[config.mk]
export PLATFORM = sky130hd
export DESIGN_NAME = adder_result_stage
export DESIGN_NICKNAME = d
export VERILOG_FILES = /design/src/rtl/adder_pkg.sv /design/src/rtl/res_fifo2.sv /design/src/rtl/adder_result_stage.sv
export SDC_FILE = /design/constraint.sdc
export NUM_CORES = 1
export LEC_CHECK = 0
export ABC_AREA = 1
export BUFFER_PORTS_ARGS = -buffer_cell sky130_fd_sc_hd__buf_2
export CORE_ASPECT_RATIO = 0.7
export CORE_UTILIZATION = 45
export DETAILED_ROUTE_END_ITERATION = 7
export PLACE_DENSITY = 0.7
export SKIP_CTS_REPAIR_TIMING = 1
export SLEW_MARGIN = 20
export SYNTH_ARGS = -nofsm -noshare
export SYNTH_HDL_FRONTEND = slang
export SYNTH_SLANG_ARGS = --single-unit
export TNS_END_PERCENT = 10
[constraint.sdc]
create_clock -name clk -period 1.3 [get_ports clk]
set_input_delay 0.065 -clock clk [delete_from_list [all_inputs] [get_ports clk]]
set_output_delay 0.065 -clock clk [all_outputs]
set_load 0.01 [all_outputs]
[src/rtl/adder_pkg.sv]
// Shared definitions for the adder output path: flag bit positions, flag type, buffer depth.
package adder_pkg;

    localparam int FLAG_S  = 4;
    localparam int FLAG_ZR = 3;
    localparam int FLAG_CY = 2;
    localparam int FLAG_P  = 1;
    localparam int FLAG_V  = 0;

    localparam int RES_DEPTH = 2;

    typedef logic [4:0] adder_flags_t;

    function automatic adder_flags_t pack_flags(
        input logic s,
        input logic zr,
        input logic cy,
        input logic p,
        input logic v
    );
        adder_flags_t f;
        f          = '0;
        f[FLAG_S]  = s;
        f[FLAG_ZR] = zr;
        f[FLAG_CY] = cy;
        f[FLAG_P]  = p;
        f[FLAG_V]  = v;
        return f;
    endfunction

endpackage

[src/rtl/res_fifo2.sv]
// Two-entry valid/ready FIFO holding storage, read/write pointers and occupancy.
module res_fifo2
    import adder_pkg::*;
#(
    parameter int W = 21
) (
    input  logic         clk,
    input  logic         rst_n,
    input  logic         push_valid,
    output logic         push_ready,
    input  logic [W-1:0] push_data,
    output logic         pop_valid,
    input  logic         pop_ready,
    output logic [W-1:0] pop_data
);

    logic [W-1:0] mem_q [RES_DEPTH];
    logic [W-1:0] mem_d [RES_DEPTH];
    logic         wr_ptr_q, wr_ptr_d;
    logic         rd_ptr_q, rd_ptr_d;
    logic [1:0]   cnt_q, cnt_d;
    logic         push, pop;

    // Ready is gated by reset so nothing can be pushed while the stage is held in reset.
    assign push_ready = rst_n && (cnt_q != 2'd2);
    assign pop_valid  = (cnt_q != 2'd0);
    assign pop_data   = mem_q[rd_ptr_q];

    assign push = push_valid && push_ready;
    assign pop  = pop_valid && pop_ready;

    always_comb begin
        for (int i = 0; i < RES_DEPTH; i++) begin
            mem_d[i] = mem_q[i];
        end
        wr_ptr_d = wr_ptr_q;
        rd_ptr_d = rd_ptr_q;
        if (push) begin
            mem_d[wr_ptr_q] = push_data;
            wr_ptr_d        = ~wr_ptr_q;
        end
        if (pop) begin
            rd_ptr_d = ~rd_ptr_q;
        end
        cnt_d = cnt_q + {1'b0, push} - {1'b0, pop};
    end

    always_ff @(posedge clk) begin
        if (!rst_n) begin
            for (int i = 0; i < RES_DEPTH; i++) begin
                mem_q[i] <= '0;
            end
            wr_ptr_q <= 1'b0;
            rd_ptr_q <= 1'b0;
            cnt_q    <= 2'd0;
        end else begin
            for (int i = 0; i < RES_DEPTH; i++) begin
                mem_q[i] <= mem_d[i];
            end
            wr_ptr_q <= wr_ptr_d;
            rd_ptr_q <= rd_ptr_d;
            cnt_q    <= cnt_d;
        end
    end

endmodule

[src/rtl/adder_result_stage.sv]
// Registered output stage for adder16: 2-entry result buffer, sticky CY/V bits and,
// with ADDER_RES_STATS_EN defined, saturating CY/V event counters.
module adder_result_stage
    import adder_pkg::*;
#(
    parameter int DW    = 16,
    parameter int CNT_W = 16
) (
    input  logic              clk,
    input  logic              rst_n,
    input  logic              in_valid,
    output logic              in_ready,
    input  logic [DW-1:0]     in_z,
    input  logic              in_s,
    input  logic              in_zr,
    input  logic              in_cy,
    input  logic              in_p,
    input  logic              in_v,
    output logic              out_valid,
    input  logic              out_ready,
    output logic [DW-1:0]     out_z,
    output adder_flags_t      out_flags,
    output logic              sticky_cy,
    output logic              sticky_v,
`ifdef ADDER_RES_STATS_EN
    output logic [CNT_W-1:0]  cy_cnt,
    output logic [CNT_W-1:0]  ovf_cnt,
`endif
    input  logic              sticky_clr
);

    localparam int EW = DW + 5;

    logic [EW-1:0] push_data;
    logic [EW-1:0] pop_data;
    logic          push;
    logic [1:0]    event_vec;
    logic [1:0]    sticky_q, sticky_d;

    if (CNT_W < 1) begin : g_bad_cnt_w
        $error("CNT_W must be at least 1");
    end

    assign push_data = {in_z, pack_flags(in_s, in_zr, in_cy, in_p, in_v)};

    res_fifo2 #(
        .W (EW)
    ) u_fifo (
        .clk        (clk),
        .rst_n      (rst_n),
        .push_valid (in_valid),
        .push_ready (in_ready),
        .push_data  (push_data),
        .pop_valid  (out_valid),
        .pop_ready  (out_ready),
        .pop_data   (pop_data)
    );

    assign out_z     = pop_data[EW-1:5];
    assign out_flags = pop_data[4:0];

    assign push      = in_valid && in_ready;
    assign event_vec = {push && in_v, push && in_cy};

    genvar gi;
    // Index 0 tracks carry, index 1 tracks overflow; a push event beats a same-cycle clear.
    for (gi = 0; gi < 2; gi++) begin : g_sticky
        always_comb begin
            sticky_d[gi] = (sticky_q[gi] && !sticky_clr) || event_vec[gi];
        end

        always_ff @(posedge clk) begin
            if (!rst_n) begin
                sticky_q[gi] <= 1'b0;
            end else begin
                sticky_q[gi] <= sticky_d[gi];
            end
        end
    end

    assign sticky_cy = sticky_q[0];
    assign sticky_v  = sticky_q[1];

`ifdef ADDER_RES_STATS_EN
    logic [CNT_W-1:0] cnt_q [2];
    logic [CNT_W-1:0] cnt_d [2];

    for (gi = 0; gi < 2; gi++) begin : g_cnt
        always_comb begin
            cnt_d[gi] = cnt_q[gi];
            if (sticky_clr) begin
                cnt_d[gi] = event_vec[gi] ? CNT_W'(1) : '0;
            end else if (event_vec[gi] && (cnt_q[gi] != '1)) begin
                cnt_d[gi] = cnt_q[gi] + CNT_W'(1);
            end
        end

        always_ff @(posedge clk) begin
            if (!rst_n) begin
                cnt_q[gi] <= '0;
            end else begin
                cnt_q[gi] <= cnt_d[gi];
            end
        end
    end

    assign cy_cnt  = cnt_q[0];
    assign ovf_cnt = cnt_q[1];
`endif

endmodule

==> results.md, run 1 <==
- Of the post-synthesis cell area, the dominant cell type holds 42.6%.
- In this run the number of H-tree levels came out at 2.
- On the worst path, the slowest cell contributes a delay of 0.33 ns.
- Setup repair after global routing could not meet its margin everywhere.
- Of the cells placed in the final design, the portion with a size suffix greater than 1 is 19.9%.
- Between clock sinks in the finished design, the worst skew comes to 0.00464 ns.
- Sorting the synthesized cells by area gives the leading types as sky130_fd_sc_hd__dfxtp_1, sky130_fd_sc_hd__nand2_1, sky130_fd_sc_hd__nor2_1, sky130_fd_sc_hd__inv_1, sky130_fd_sc_hd__o21ai_0.
- After detailed routing, the number of vias per cell comes to between 4 and 5.
- The clock slew at the register clock pins of the worst setup and hold paths is 0.09 ns.
- Synthesis inferred 49 register bits.
- Once the floorplan was initialized, standard cells occupied 47.4% of the core.
- The total wire length after detailed routing is 4.46 mm.
- The synthesized netlist occupies a cell area of 2300 µm².
- The detailed-route wire length per cell is 9.36 µm.
- 0 antenna diodes ended up in the layout.
- Setup violations remaining at the end of the flow were counted as 1.
- The worst hold path belongs to the class input port to register.
- The smallest clock period supported by the final layout is computed as 1.41 ns.
- TritonCTS built the clock tree.
- Summing the areas of all fa, ha and maj instances in the mapped netlist gives 1.09% of the synthesized area.
- For this run the aggregate overflow at the end of global routing stands at 0.
- Of all nets on the critical path, the largest fanout is 2.
- The root cell of the clock tree is sky130_fd_sc_hd__clkbuf_8.
- The die is 87.5 µm wide.
- Compared with the post-synthesis result, the final layout area differs by 22.2%.
- CTS saw 49 sinks.
- The count of final hold-check violations came to 12.
- The worst-margin pin slew is roughly 0.33 ns.
- The routing usage on met3 is 6.61%.
- After the first detailed-routing iteration, the DRC count stood at 76.
- Global routing consumed, over all layers together, 17.6% of the routing resources.
- Power spread over the standard cell area amounts to 1440 nW/µm².
- The largest total area in the synthesized netlist belongs to sky130_fd_sc_hd__dfxtp_1.
- The clock insertion delay at the later pin of the skew report is 0.31 ns.
- The detailed placement HPWL is around 3.1 mm.
- The required time reported for the critical path endpoint is around 1.5 ns.
- The final max-slew violation count is 0.
- The first global-routing pass estimated 7.27 mm of wire.
- Across the run, the number of max-cap violations was 0.
- The maximum clock insertion buffer count is 2.
- Across the VDD grid, the largest voltage drop is around 0.58 mV.
- After layout, the worst path uses 108% of the clock period.
- The number of antenna violations at the first check in global routing is 0.
- The final net count is 434.
- For this run, the top clock speed supported by timing is 711 MHz.
- The smallest setup slack after layout is -0.107 ns.
- At the end of routability-driven placement, the weighted congestion stood at 0.668.
- The first TritonRoute pass finished after 4 iterations.
- The global routing met1 resource utilization is 21.4%.
- Each instance of the synthesized netlist takes up on average 6.54 µm².
- The number of nets in the synthesized netlist is 380.
- After Yosys synthesis, XOR and XNOR cells account for 0.761% of the synthesized area.
- The critical path's slowest cell is sky130_fd_sc_hd__dfxtp_2.
- After detailed placement, the design holds a cell count of 465.
- The met2 layer usage reported by global route is between 30% and 40%.
- The synthesis warning total is 0.
- The total number of vias is 2,039.
- The port buffer count is 50.
- The signal arrival time at the worst endpoint is approximately 1.6 ns.
- The critical path capture point type is a register.
- The die area is 5410 µm².
- The final reports fail on negative hold slack, negative setup slack.
- The category of the critical setup timing path is register to register.
- The flow ran to the end, but the final reports show violations.
- The count of different cell masters after synthesis is 19.
- The final non-filler cell total is 476.
- The critical path goes through o21a_1 -> ha_1 -> inv_2 -> ha_4 -> xnor2_2 -> nand2_1 -> nand2_1 -> nor2_1.
- The static leakage is 1.52 nW.
- The post-synthesis mux area share is 0%.
- The layer carrying the most global-route usage is met2.
- Prior to clock tree synthesis, the placed netlist has a worst setup slack of -0.127 ns.
- The fraction of the mapped netlist area in simple logic gates is between 30% and 40%.
- The overall power is 4.06 mW.
- The final hold slack is -0.00666 ns.
- The number of global-route vias before repair is 1,738.
- Among the stages of the critical path, the cell type that occurs most often is sky130_fd_sc_hd__nand2_1.
- The cell family contributing the most delay on the critical path is adder cells.
- The DRC violation count after routing is 0.
- After synthesis, the largest family of logic cells by area is simple AND/OR/NAND/NOR gates.
- The complex-gate fraction of the synthesized area is 7.23%.
- The cell count after synthesis came out at roughly 350.
- Sequential cells were found to cover a little over two fifths of the synthesized design area.
- The max-slew headroom at the worst pin is 77.9%.
- 51 I/O pins were placed.
- The pin count of the biggest net entering global routing is 33.
- Measured along the y axis, the die boundary spans 61.8 µm.
- The worst setup path is launched from a register.
- The number of antenna-violating nets in the routed design is 0.
- The buffer and inverter count on the worst path is 1.
- The core region is 4860 µm².
- After floorplanning, the core was divided into 21 placement rows.
- TritonCTS created 5 clock buffers.
[synthesized netlist by cell type]
cell,instances
sky130_fd_sc_hd__buf_4,5
sky130_fd_sc_hd__ha_1,2
sky130_fd_sc_hd__clkbuf_1,5
sky130_fd_sc_hd__dfxtp_1,49
sky130_fd_sc_hd__xnor2_1,2
sky130_fd_sc_hd__nand2_4,1
sky130_fd_sc_hd__nand3_1,1
sky130_fd_sc_hd__nand2_1,110
sky130_fd_sc_hd__buf_2,2
sky130_fd_sc_hd__o21a_1,1
sky130_fd_sc_hd__a21oi_1,4
sky130_fd_sc_hd__nand4_4,2
sky130_fd_sc_hd__buf_6,5
sky130_fd_sc_hd__o21bai_2,1
sky130_fd_sc_hd__inv_2,2
sky130_fd_sc_hd__inv_1,52
sky130_fd_sc_hd__o21bai_1,3
sky130_fd_sc_hd__o21ai_0,21
sky130_fd_sc_hd__nor2_1,84
[layout make-up]
| class | count | area [µm²] |
|---|---|---|
| inverter | 54 | 203 |
| sequential | 49 | 985 |
| clock buffer | 7 | 86.3 |
| fill | 484 | 2050 |
| tap | 69 | 86.3 |
| timing repair buffer | 64 | 404 |
| multi-input combinational | 232 | 1020 |
| clock inverter | 1 | 30.0 |
[flip-flops by register name (all words and copies together) (netlist names), named ones only]
| name | cells |
|---|---|
| sticky_cy | 1 |
| sticky_v | 1 |
| u_fifo.cnt_q | 2 |
| u_fifo.mem_q | 42 |
| u_fifo.rd_ptr_q | 1 |
| u_fifo.wr_ptr_q | 1 |
[where the power goes]
part           switching (mW)  leakage, nW  internal (mW)
sequential             0.0722        0.401           1.68
combinational           0.697         1.06          0.493
clock                   0.494       0.0585          0.627
total                    1.26         1.52           2.80
[logic make-up after synthesis]
kind of cell    Yosys count
compound gates           30
buf+inv                  71
xor+xnor                  2
simple gates            198
fa+ha+maj                 2
flops                    49
[worst paths after layout]
| path | startpoint | endpoint | slack (ns) | depth (start not counted) |
|---|---|---|---|---|
| setup / recovery | u_fifo.cnt_q[1] | u_fifo.cnt_q[1] | -0.11 | 8 |
| setup reg to reg | u_fifo.cnt_q[1] | u_fifo.cnt_q[1] | -0.11 | 8 |
| hold / removal | in_z[11] | u_fifo.mem_q[1][16] | -0.007 | 3 |
| hold reg to reg | sticky_cy | sticky_cy | 0.46 | 2 |
[per-stage QoR]
step,setup TNS [ns],area (µm²),utilization (%)
after CTS,-0.292,2750,56.6
after global placement,-0.100,2640,54.2
after detailed placement,-0.127,2640,54.2
after floorplan,-0.0865,2310,-
final,-0.107,2810,57.9
after global routing,-0.281,2810,57.9
[worst min-delay path: cells and delay by family]
family | cells | cell delay, ns
buffers and inverters | 1 | 0.08
AND/OR/NAND/NOR | 2 | 0.12
[placed cells by master, fill, tap and decap left out, drive strengths merged]
master	Yosys	routed
nand3	1	1
nand4	2	2
inv	54	54
bufinv	0	1
ha	2	2
xnor2	2	2
nand2	111	111
o21bai	4	4
clkbuf	5	7
o21ai	21	21
dlygate4sd3	0	3
o21a	1	1
a21oi	4	4
buf	12	61
dfxtp	49	49
nor2	84	84
[metal layers]
layer / wire, µm / vias to the layer above
met5: 0 / -
met4: 38 / 0
met3: 234 / 5
met2: 1990 / 39
met1: 2200 / 862
li1: - / 1133
Power figures use the tool's default switching activity.
==> run 2: changes to the inputs <==
--- a/config.mk
+++ b/config.mk
@@ -10,7 +10,7 @@
 export CORE_ASPECT_RATIO = 0.7
 export CORE_UTILIZATION = 45
 export DETAILED_ROUTE_END_ITERATION = 7
-export PLACE_DENSITY = 0.7
+export PLACE_DENSITY = 0.75
 export SKIP_CTS_REPAIR_TIMING = 1
 export SLEW_MARGIN = 20
 export SYNTH_ARGS = -nofsm -noshare
==> run 2 against run 1 <==
The flow finishes with violations (negative setup slack). Hold slack better by 0.020 ns. Clock skew up 0.0024 ns. Critical path depth unchanged. Critical path type unchanged. Largest power group unchanged.
==> results.md, run 2 (synthesis gave the netlist of run 1 again) <==
- The vertical die dimension is 61.8 µm (unchanged).
- The count of final hold-check violations was 0 (-12).
- The smallest setup slack after layout is -0.105 ns (+0.00204 ns).
- The maximum clock insertion buffer count is 2 (unchanged).
- The placeable core region is 4860 µm² (unchanged).
- The clock period minus final worst setup slack is 1.41 ns (-0.00204 ns).
- The worst setup path is launched from a register.
- The static leakage is 1.51 nW (-0.61%).
- The port buffer count came to 50 (unchanged).
- The critical path in this run is classified as register to register.
- The count of H-tree levels built during CTS is 2 (unchanged).
- The TritonCTS clock tree is built.
- The final max-slew violation count is 0 (unchanged).
- The vias per cell was 4.40 (+2.7%).
- The detailed placement HPWL came to 3.29 mm (+6.2%).
- The number of placement rows is 21 (unchanged).
- The cell area power density is 1400 nW/µm² (-3.1%).
- The number of iterations in the first detailed-routing pass is 4 (unchanged).
- The pre-CTS setup slack is -0.116 ns (+0.0106 ns).
- The number of maximum-capacitance constraint violations is 0 (unchanged).
- From synthesis to final layout, the design area changed by 20.9%.
- The final non-filler cell total came to 476 (unchanged).
- Setup repair after global routing could not meet its margin everywhere.
- The last weighted congestion value of the routability-driven placer is 0.720 (+7.8%).
- The proportion of layout cells with a drive suffix above 1 is 20.1% (+0.25 points).
- Leaving out fill and tap cells, the most frequent cells in the layout are sky130_fd_sc_hd__nand2_1, sky130_fd_sc_hd__nor2_1, sky130_fd_sc_hd__inv_1, sky130_fd_sc_hd__buf_2, sky130_fd_sc_hd__dfxtp_1.
- The run finished, with violations left.
- The global-route wire length before repair is 7.70 mm (+5.9%).
- The total number of clock tree sinks is 49 (unchanged).
- The largest registers in the layout are u_fifo.mem_q x42, u_fifo.cnt_q x2.
- The total number of vias came to 2,094 (+2.7%).
- The number of antenna-violating nets in the routed design is 0 (unchanged).
- The critical path capture point type is a register.
- The number of cells in the design after placement is 467 (+0.43%).
- The register ranked first by flip-flop count is u_fifo.mem_q.
- The aggregate global routing overflow came to 0 (unchanged).
- The sequential cell area is 987 µm² (+0.25%).
- The global-route usage over all layers came to 18.2% (+0.60 points).
- The number of antenna violations at the first check in global routing came to 0 (unchanged).
- The required time reported for the critical path endpoint was 1.49 ns (about the same).
- The total wire length after detailed routing is 4.63 mm (+3.9%).
- The worst hold path class is input port to register.
- The number of cells on the worst reg-to-reg path is 8 (unchanged).
- The minimum setup slack among reg-to-reg paths is -0.11 ns (about the same).
- The die area is 5410 µm² (unchanged).
- The post-route core utilization is 57.2% (-0.62 points).
- The worst-path maximum fanout is 2 (unchanged).
- The area of the multi-input gates came to 1020 µm² (+0.12%).
- The flip-flop count of the largest register, all copies and words added is 42 (unchanged).
- The number of stages on the worst hold path is 3 (unchanged).
- The filler cell count is 471 (-2.7%).
- The number of global-route vias before repair is 1,870 (+7.6%).
- The horizontal extent of the die is 87.5 µm (unchanged).
- The detailed router's first-iteration violation count is 91 (+20%).
- The clock insertion delay at the later pin of the skew report is 0.29 ns (-0.02 ns).
- The root buffer cell chosen for the clock tree is sky130_fd_sc_hd__clkbuf_8.
- The total inserted antenna cells was 0 (unchanged).
- The maximum resistive drop on vdd is 0.684 mV (+17%).
- The peak clock frequency supported by timing was 712 MHz (+0.14%).
- The TritonCTS buffer count is 5 (unchanged).
- The final setup skew is 0.00708 ns (+0.00244 ns).
- The detailed-route wire length per cell is 9.72 µm (+3.9%).
- The max-slew headroom at the worst pin is 76.9% (-0.96 points).
- The I/O pin count came to 51 (unchanged).
- The initial core utilization was 47.4% (unchanged).
- The final net count was 434 (unchanged).
- The signal arrival time at the worst endpoint is 1.60 ns (about the same).
- The total of endpoints with negative setup slack in the final report is 1 (unchanged).
- The DRC violation count after routing was 0 (unchanged).
- The worst-margin pin slew is 0.346 ns (+0.0144 ns).
- The clock slew at the register clock pins of the worst setup and hold paths was 0.09 ns (about the same).
- The library cell used most frequently in the layout, excluding fill and tap cells, is sky130_fd_sc_hd__nand2_1.
- The pin count of the biggest net entering global routing is 35 (+6.1%).
- The share of the cycle needed by the critical path after routing is 108% (-0.16 points).
- The checks that failed: negative setup slack.
-- run 2: path summary, 6_finish.rpt --
check | startpoint | end
setup / recovery | u_fifo.cnt_q[1] | u_fifo.cnt_q[1]
hold / removal | in_z[10] | u_fifo.mem_q[1][15]
setup reg to reg | u_fifo.cnt_q[1] | u_fifo.cnt_q[1]
hold reg to reg | sticky_v | sticky_v
-- run 2: metal layers --
layer  up-vias  global-route usage, %  wire (µm)  part of all wire (%)
met5         -                      0          0                     0
met4         0                   5.39         43                  0.93
met3         6                   4.89        175                   3.8
met2        36                   32.3       2200                    48
met1       918                   22.2       2200                    48
li1       1134                      -          -                     -
-- run 2: layout make-up --
cell class / instances / area share [%]
Clock buffer: 8 / 2.88
Inverter: 54 / 7.28
Multi-Input combinational cell: 232 / 36.6
Sequential cell: 49 / 35.5
Tap cell: 69 / 3.10
Timing Repair Buffer: 64 / 14.6
-- run 2: per-stage QoR --
stage          TNS, ns  hold WS [ns]  cell area [µm²]  power (mW)
2_1_floorplan  -0.0865         0.200             2310        2.55
3_3_place_gp   -0.0923         0.305             2650        2.93
3_5_place_dp    -0.116         0.312             2650        2.97
4_1_cts         -0.911       0.00621             2730        3.82
5_1_grt         -0.208       0.00711             2780        4.18
6_report        -0.105        0.0138             2780        3.90
-- run 2: critical path: stages (launching register included) --
cell                      delay [ns]
sky130_fd_sc_hd__dfxtp_2        0.33
sky130_fd_sc_hd__o21a_1         0.19
sky130_fd_sc_hd__ha_1           0.29
sky130_fd_sc_hd__inv_2          0.05
sky130_fd_sc_hd__ha_4           0.15
sky130_fd_sc_hd__xnor2_2        0.14
sky130_fd_sc_hd__nand2_1        0.07
sky130_fd_sc_hd__nand2_1        0.06
sky130_fd_sc_hd__nor2_1         0.03
-- run 2: power by group --
group | leakage (nW) | switching (mW) | internal (mW)
logic | 1.07 | 0.719 | 0.551
clock network | 0.0395 | 0.464 | 0.383
registers | 0.402 | 0.0943 | 1.68
total | 1.51 | 1.28 | 2.62
==> run 3: changes to the inputs <==
--- a/config.mk
+++ b/config.mk
@@ -10,7 +10,7 @@
 export CORE_ASPECT_RATIO = 0.7
 export CORE_UTILIZATION = 45
 export DETAILED_ROUTE_END_ITERATION = 7
-export PLACE_DENSITY = 0.75
+export PLACE_DENSITY = 0.72
 export SKIP_CTS_REPAIR_TIMING = 1
 export SLEW_MARGIN = 20
 export SYNTH_ARGS = -nofsm -noshare
==> constraint.sdc (replaced) <==
create_clock -name clk -period 1.4 [get_ports clk]
set_input_delay 0.07 -clock clk [delete_from_list [all_inputs] [get_ports clk]]
set_output_delay 0.07 -clock clk [all_outputs]
set_load 0.01 [all_outputs]
==> run 3 against run 2 <==
The flow still finishes with violations (negative setup slack). Wire length is 3.0% lower. Critical endpoint unchanged. Largest cell class unchanged. Largest power group unchanged. Die area stayed put. Clock skew is 0.0037 ns lower.
==> results.md, run 3 (synthesis gave the netlist of run 1 again) <==
- The run finished, with violations left.
- The final reports fail on negative setup slack.
- The critical path is of the register to register type.
- The proportion of layout cells with a drive suffix above 1 is 19.0% (-1.1 points).
- The final-layout setup total negative slack is -0.00395 ns (+0.101 ns).
- The detailed placement HPWL is 3.05 mm (-7.4%).
- The flip-flop count of the largest register, all copies and words added is 42 (unchanged).
- The last weighted congestion value of the routability-driven placer is 0.718 (-0.28%).
- The TritonCTS clock tree is built.
- The vertical die dimension is 61.8 µm (unchanged).
- The pin count of the biggest net entering global routing is 43 (+23%).
- The max-slew headroom at the worst pin was 81.3% (+4.4 points).
- The number of antenna violations at the first check in global routing is 0 (unchanged).
- The final setup skew is 0.00341 ns (-0.00367 ns).
- The global-route usage over all layers is 18.2% (about the same).
- The global-route wire length before repair is 7.48 mm (-2.9%).
- The worst-path maximum fanout is 2 (unchanged).
- The die area came to 5410 µm² (unchanged).
- The peak clock frequency supported by timing is 712 MHz (+0.10%).
- The overall power was 3.48 mW (-11%).
- The clock share of power was 21.9% (+0.2 points).
- The critical path capture point type is a register.
- The part of the power in combinational logic is 31.1% (-1.5 points).
- The maximum resistive drop on vdd is 0.516 mV (-25%).
- The final net count is 428 (-1.4%).
- The vias per cell is 4.34 (-1.4%).
- The number of antenna-violating nets in the routed design is 0 (unchanged).
- The clock insertion delay at the later pin of the skew report was 0.29 ns (about the same).
- The final max-slew violation count is 0 (unchanged).
- The largest registers in the layout are u_fifo.mem_q x42, u_fifo.cnt_q x2.
- The clock period minus final worst setup slack is 1.40 ns (-0.00141 ns).
- The count of final hold-check violations came to 0 (unchanged).
- The initial core utilization is 47.4% (unchanged).
- The total wire length after detailed routing is 4.49 mm (-3.0%).
- The I/O pin count is 51 (unchanged).
- The worst-margin pin slew came to 0.280 ns (-0.0667 ns).
- The placeable core region is 4860 µm² (unchanged).
- The cell area power density was 1280 nW/µm² (-8.2%).
- The total number of clock tree sinks is 49 (unchanged).
- STA classifies the critical path startpoint as a register.
- The power dissipated by switching net loads was 1.15 mW (-9.9%).
- The port buffer count was 50 (unchanged).
- The share of the cycle needed by the critical path after routing is 100% (-7.8 points).
- The final hold slack is 0.0111 ns (-0.00276 ns).
- The number of iterations in the first detailed-routing pass is 4 (unchanged).
- The root cell of the clock tree is sky130_fd_sc_hd__clkbuf_8.
- The signal arrival time at the worst endpoint was 1.60 ns (about the same).
- The required time reported for the critical path endpoint is 1.59 ns (+0.10 ns).
- The most common cell after layout, fill and taps aside is sky130_fd_sc_hd__nand2_1.
- The aggregate global routing overflow is 0 (unchanged).
- Relative to the synthesized area, the layout overhead comes to 17.8%.
- Ranked by flip-flop count, first place goes to u_fifo.mem_q.
- The maximum clock insertion buffer count is 2 (unchanged).
- The filler cell count was 479 (+1.7%).
- The detailed router's first-iteration violation count is 58 (-36%).
- The horizontal extent of the die came to 87.5 µm (unchanged).
- The internal power is 2.33 mW (-11%).
- The TritonCTS buffer count is 5 (unchanged).
- The static leakage came to 1.47 nW (-2.8%).
- The DRC violation count after routing is 0 (unchanged).
- The total inserted antenna cells came to 0 (unchanged).
- The smallest setup slack after layout is -0.00395 ns (+0.101 ns).
- The detailed-route wire length per cell is 9.59 µm (-1.3%).
- Setup repair after global routing could not meet its margin everywhere.
- The count of H-tree levels built during CTS came to 2 (unchanged).
- The share of total power consumed by net switching is 33.0% (+0.25 points).
- The worst hold path class is input port to register.
- In the layout the commonest cells are sky130_fd_sc_hd__nand2_1, sky130_fd_sc_hd__nor2_1, sky130_fd_sc_hd__inv_1, sky130_fd_sc_hd__buf_2, sky130_fd_sc_hd__dfxtp_1.
- The clock slew at the register clock pins of the worst setup and hold paths is 0.08 ns (about the same).
- The number of global-route vias before repair is 1,747 (-6.6%).
- The number of maximum-capacitance constraint violations is 0 (unchanged).
- The number of placement rows came to 21 (unchanged).
- The total of endpoints with negative setup slack in the final report is 1 (unchanged).
- The total number of vias is 2,029 (-3.1%).
- The sequential fraction of design power is 47.1% (+1.5 points).
==> run 3: area by class of cell <==
class                           count  area [µm²]  share of cell area (%)
Multi-Input combinational cell    232        1030                    37.9
Timing Repair Buffer               58         335                    12.4
Tap cell                           69        86.3                    3.18
Inverter                           54         203                    7.47
Clock buffer                        5        68.8                    2.54
Clock inverter                      1        5.00                   0.185
Sequential cell                    49         987                    36.4
==> run 3: final timing paths <==
path / start / to / slack [ns] / depth (start not counted)
worst min-delay path: in_z[11] / u_fifo.mem_q[0][16] / 0.01 / 3
worst max register to register: u_fifo.cnt_q[1] / u_fifo.cnt_q[1] / -0.004 / 8
worst max-delay path: u_fifo.cnt_q[1] / u_fifo.cnt_q[1] / -0.004 / 8
worst min register to register: sticky_cy / sticky_cy / 0.47 / 2
==> run 3: per-stage QoR <==
stage / setup slack, ns / utilization (%) / instance area (µm²) / std cells
after floorplan: 0.0135 / - / 2310 / 352
after global placement: 0.00559 / 53.7 / 2610 / 462
after detailed placement: -0.0188 / 53.7 / 2610 / 462
after CTS: -0.0488 / 55.3 / 2690 / 468
after global routing: -0.0859 / 55.8 / 2710 / 468
final: -0.00395 / 55.8 / 2710 / 468
==> run 3: layer usage <==
metal / wire [µm] / GRT usage, %
met1: 2280 / 23.3
met2: 1970 / 30.2
met3: 176 / 4.62
met4: 61 / 7.03
met5: 0 / 0
==> run 3: critical path, stage by stage (launching register included) <==
cell and delay, ns:
sky130_fd_sc_hd__dfxtp_2 0.32, sky130_fd_sc_hd__o21a_1 0.19, sky130_fd_sc_hd__ha_1 0.28, sky130_fd_sc_hd__inv_2 0.04
sky130_fd_sc_hd__ha_4 0.17, sky130_fd_sc_hd__xnor2_4 0.13, sky130_fd_sc_hd__nand2_1 0.07, sky130_fd_sc_hd__nand2_1 0.05
sky130_fd_sc_hd__nor2_1 0.04
==> run 3: power by group through the flow <==
| stage | clock, mW | combinational, mW | sequential [mW] |
|---|---|---|---|
| final | 0.761 | 1.08 | 1.64 |
| after global routing | 0.861 | 1.25 | 1.66 |
| after CTS | 0.794 | 1.04 | 1.63 |
| after detailed placement | 0 | 1.04 | 1.67 |
| after global placement | 0 | 1.02 | 1.66 |
| after floorplan | 0 | 0.717 | 1.65 |
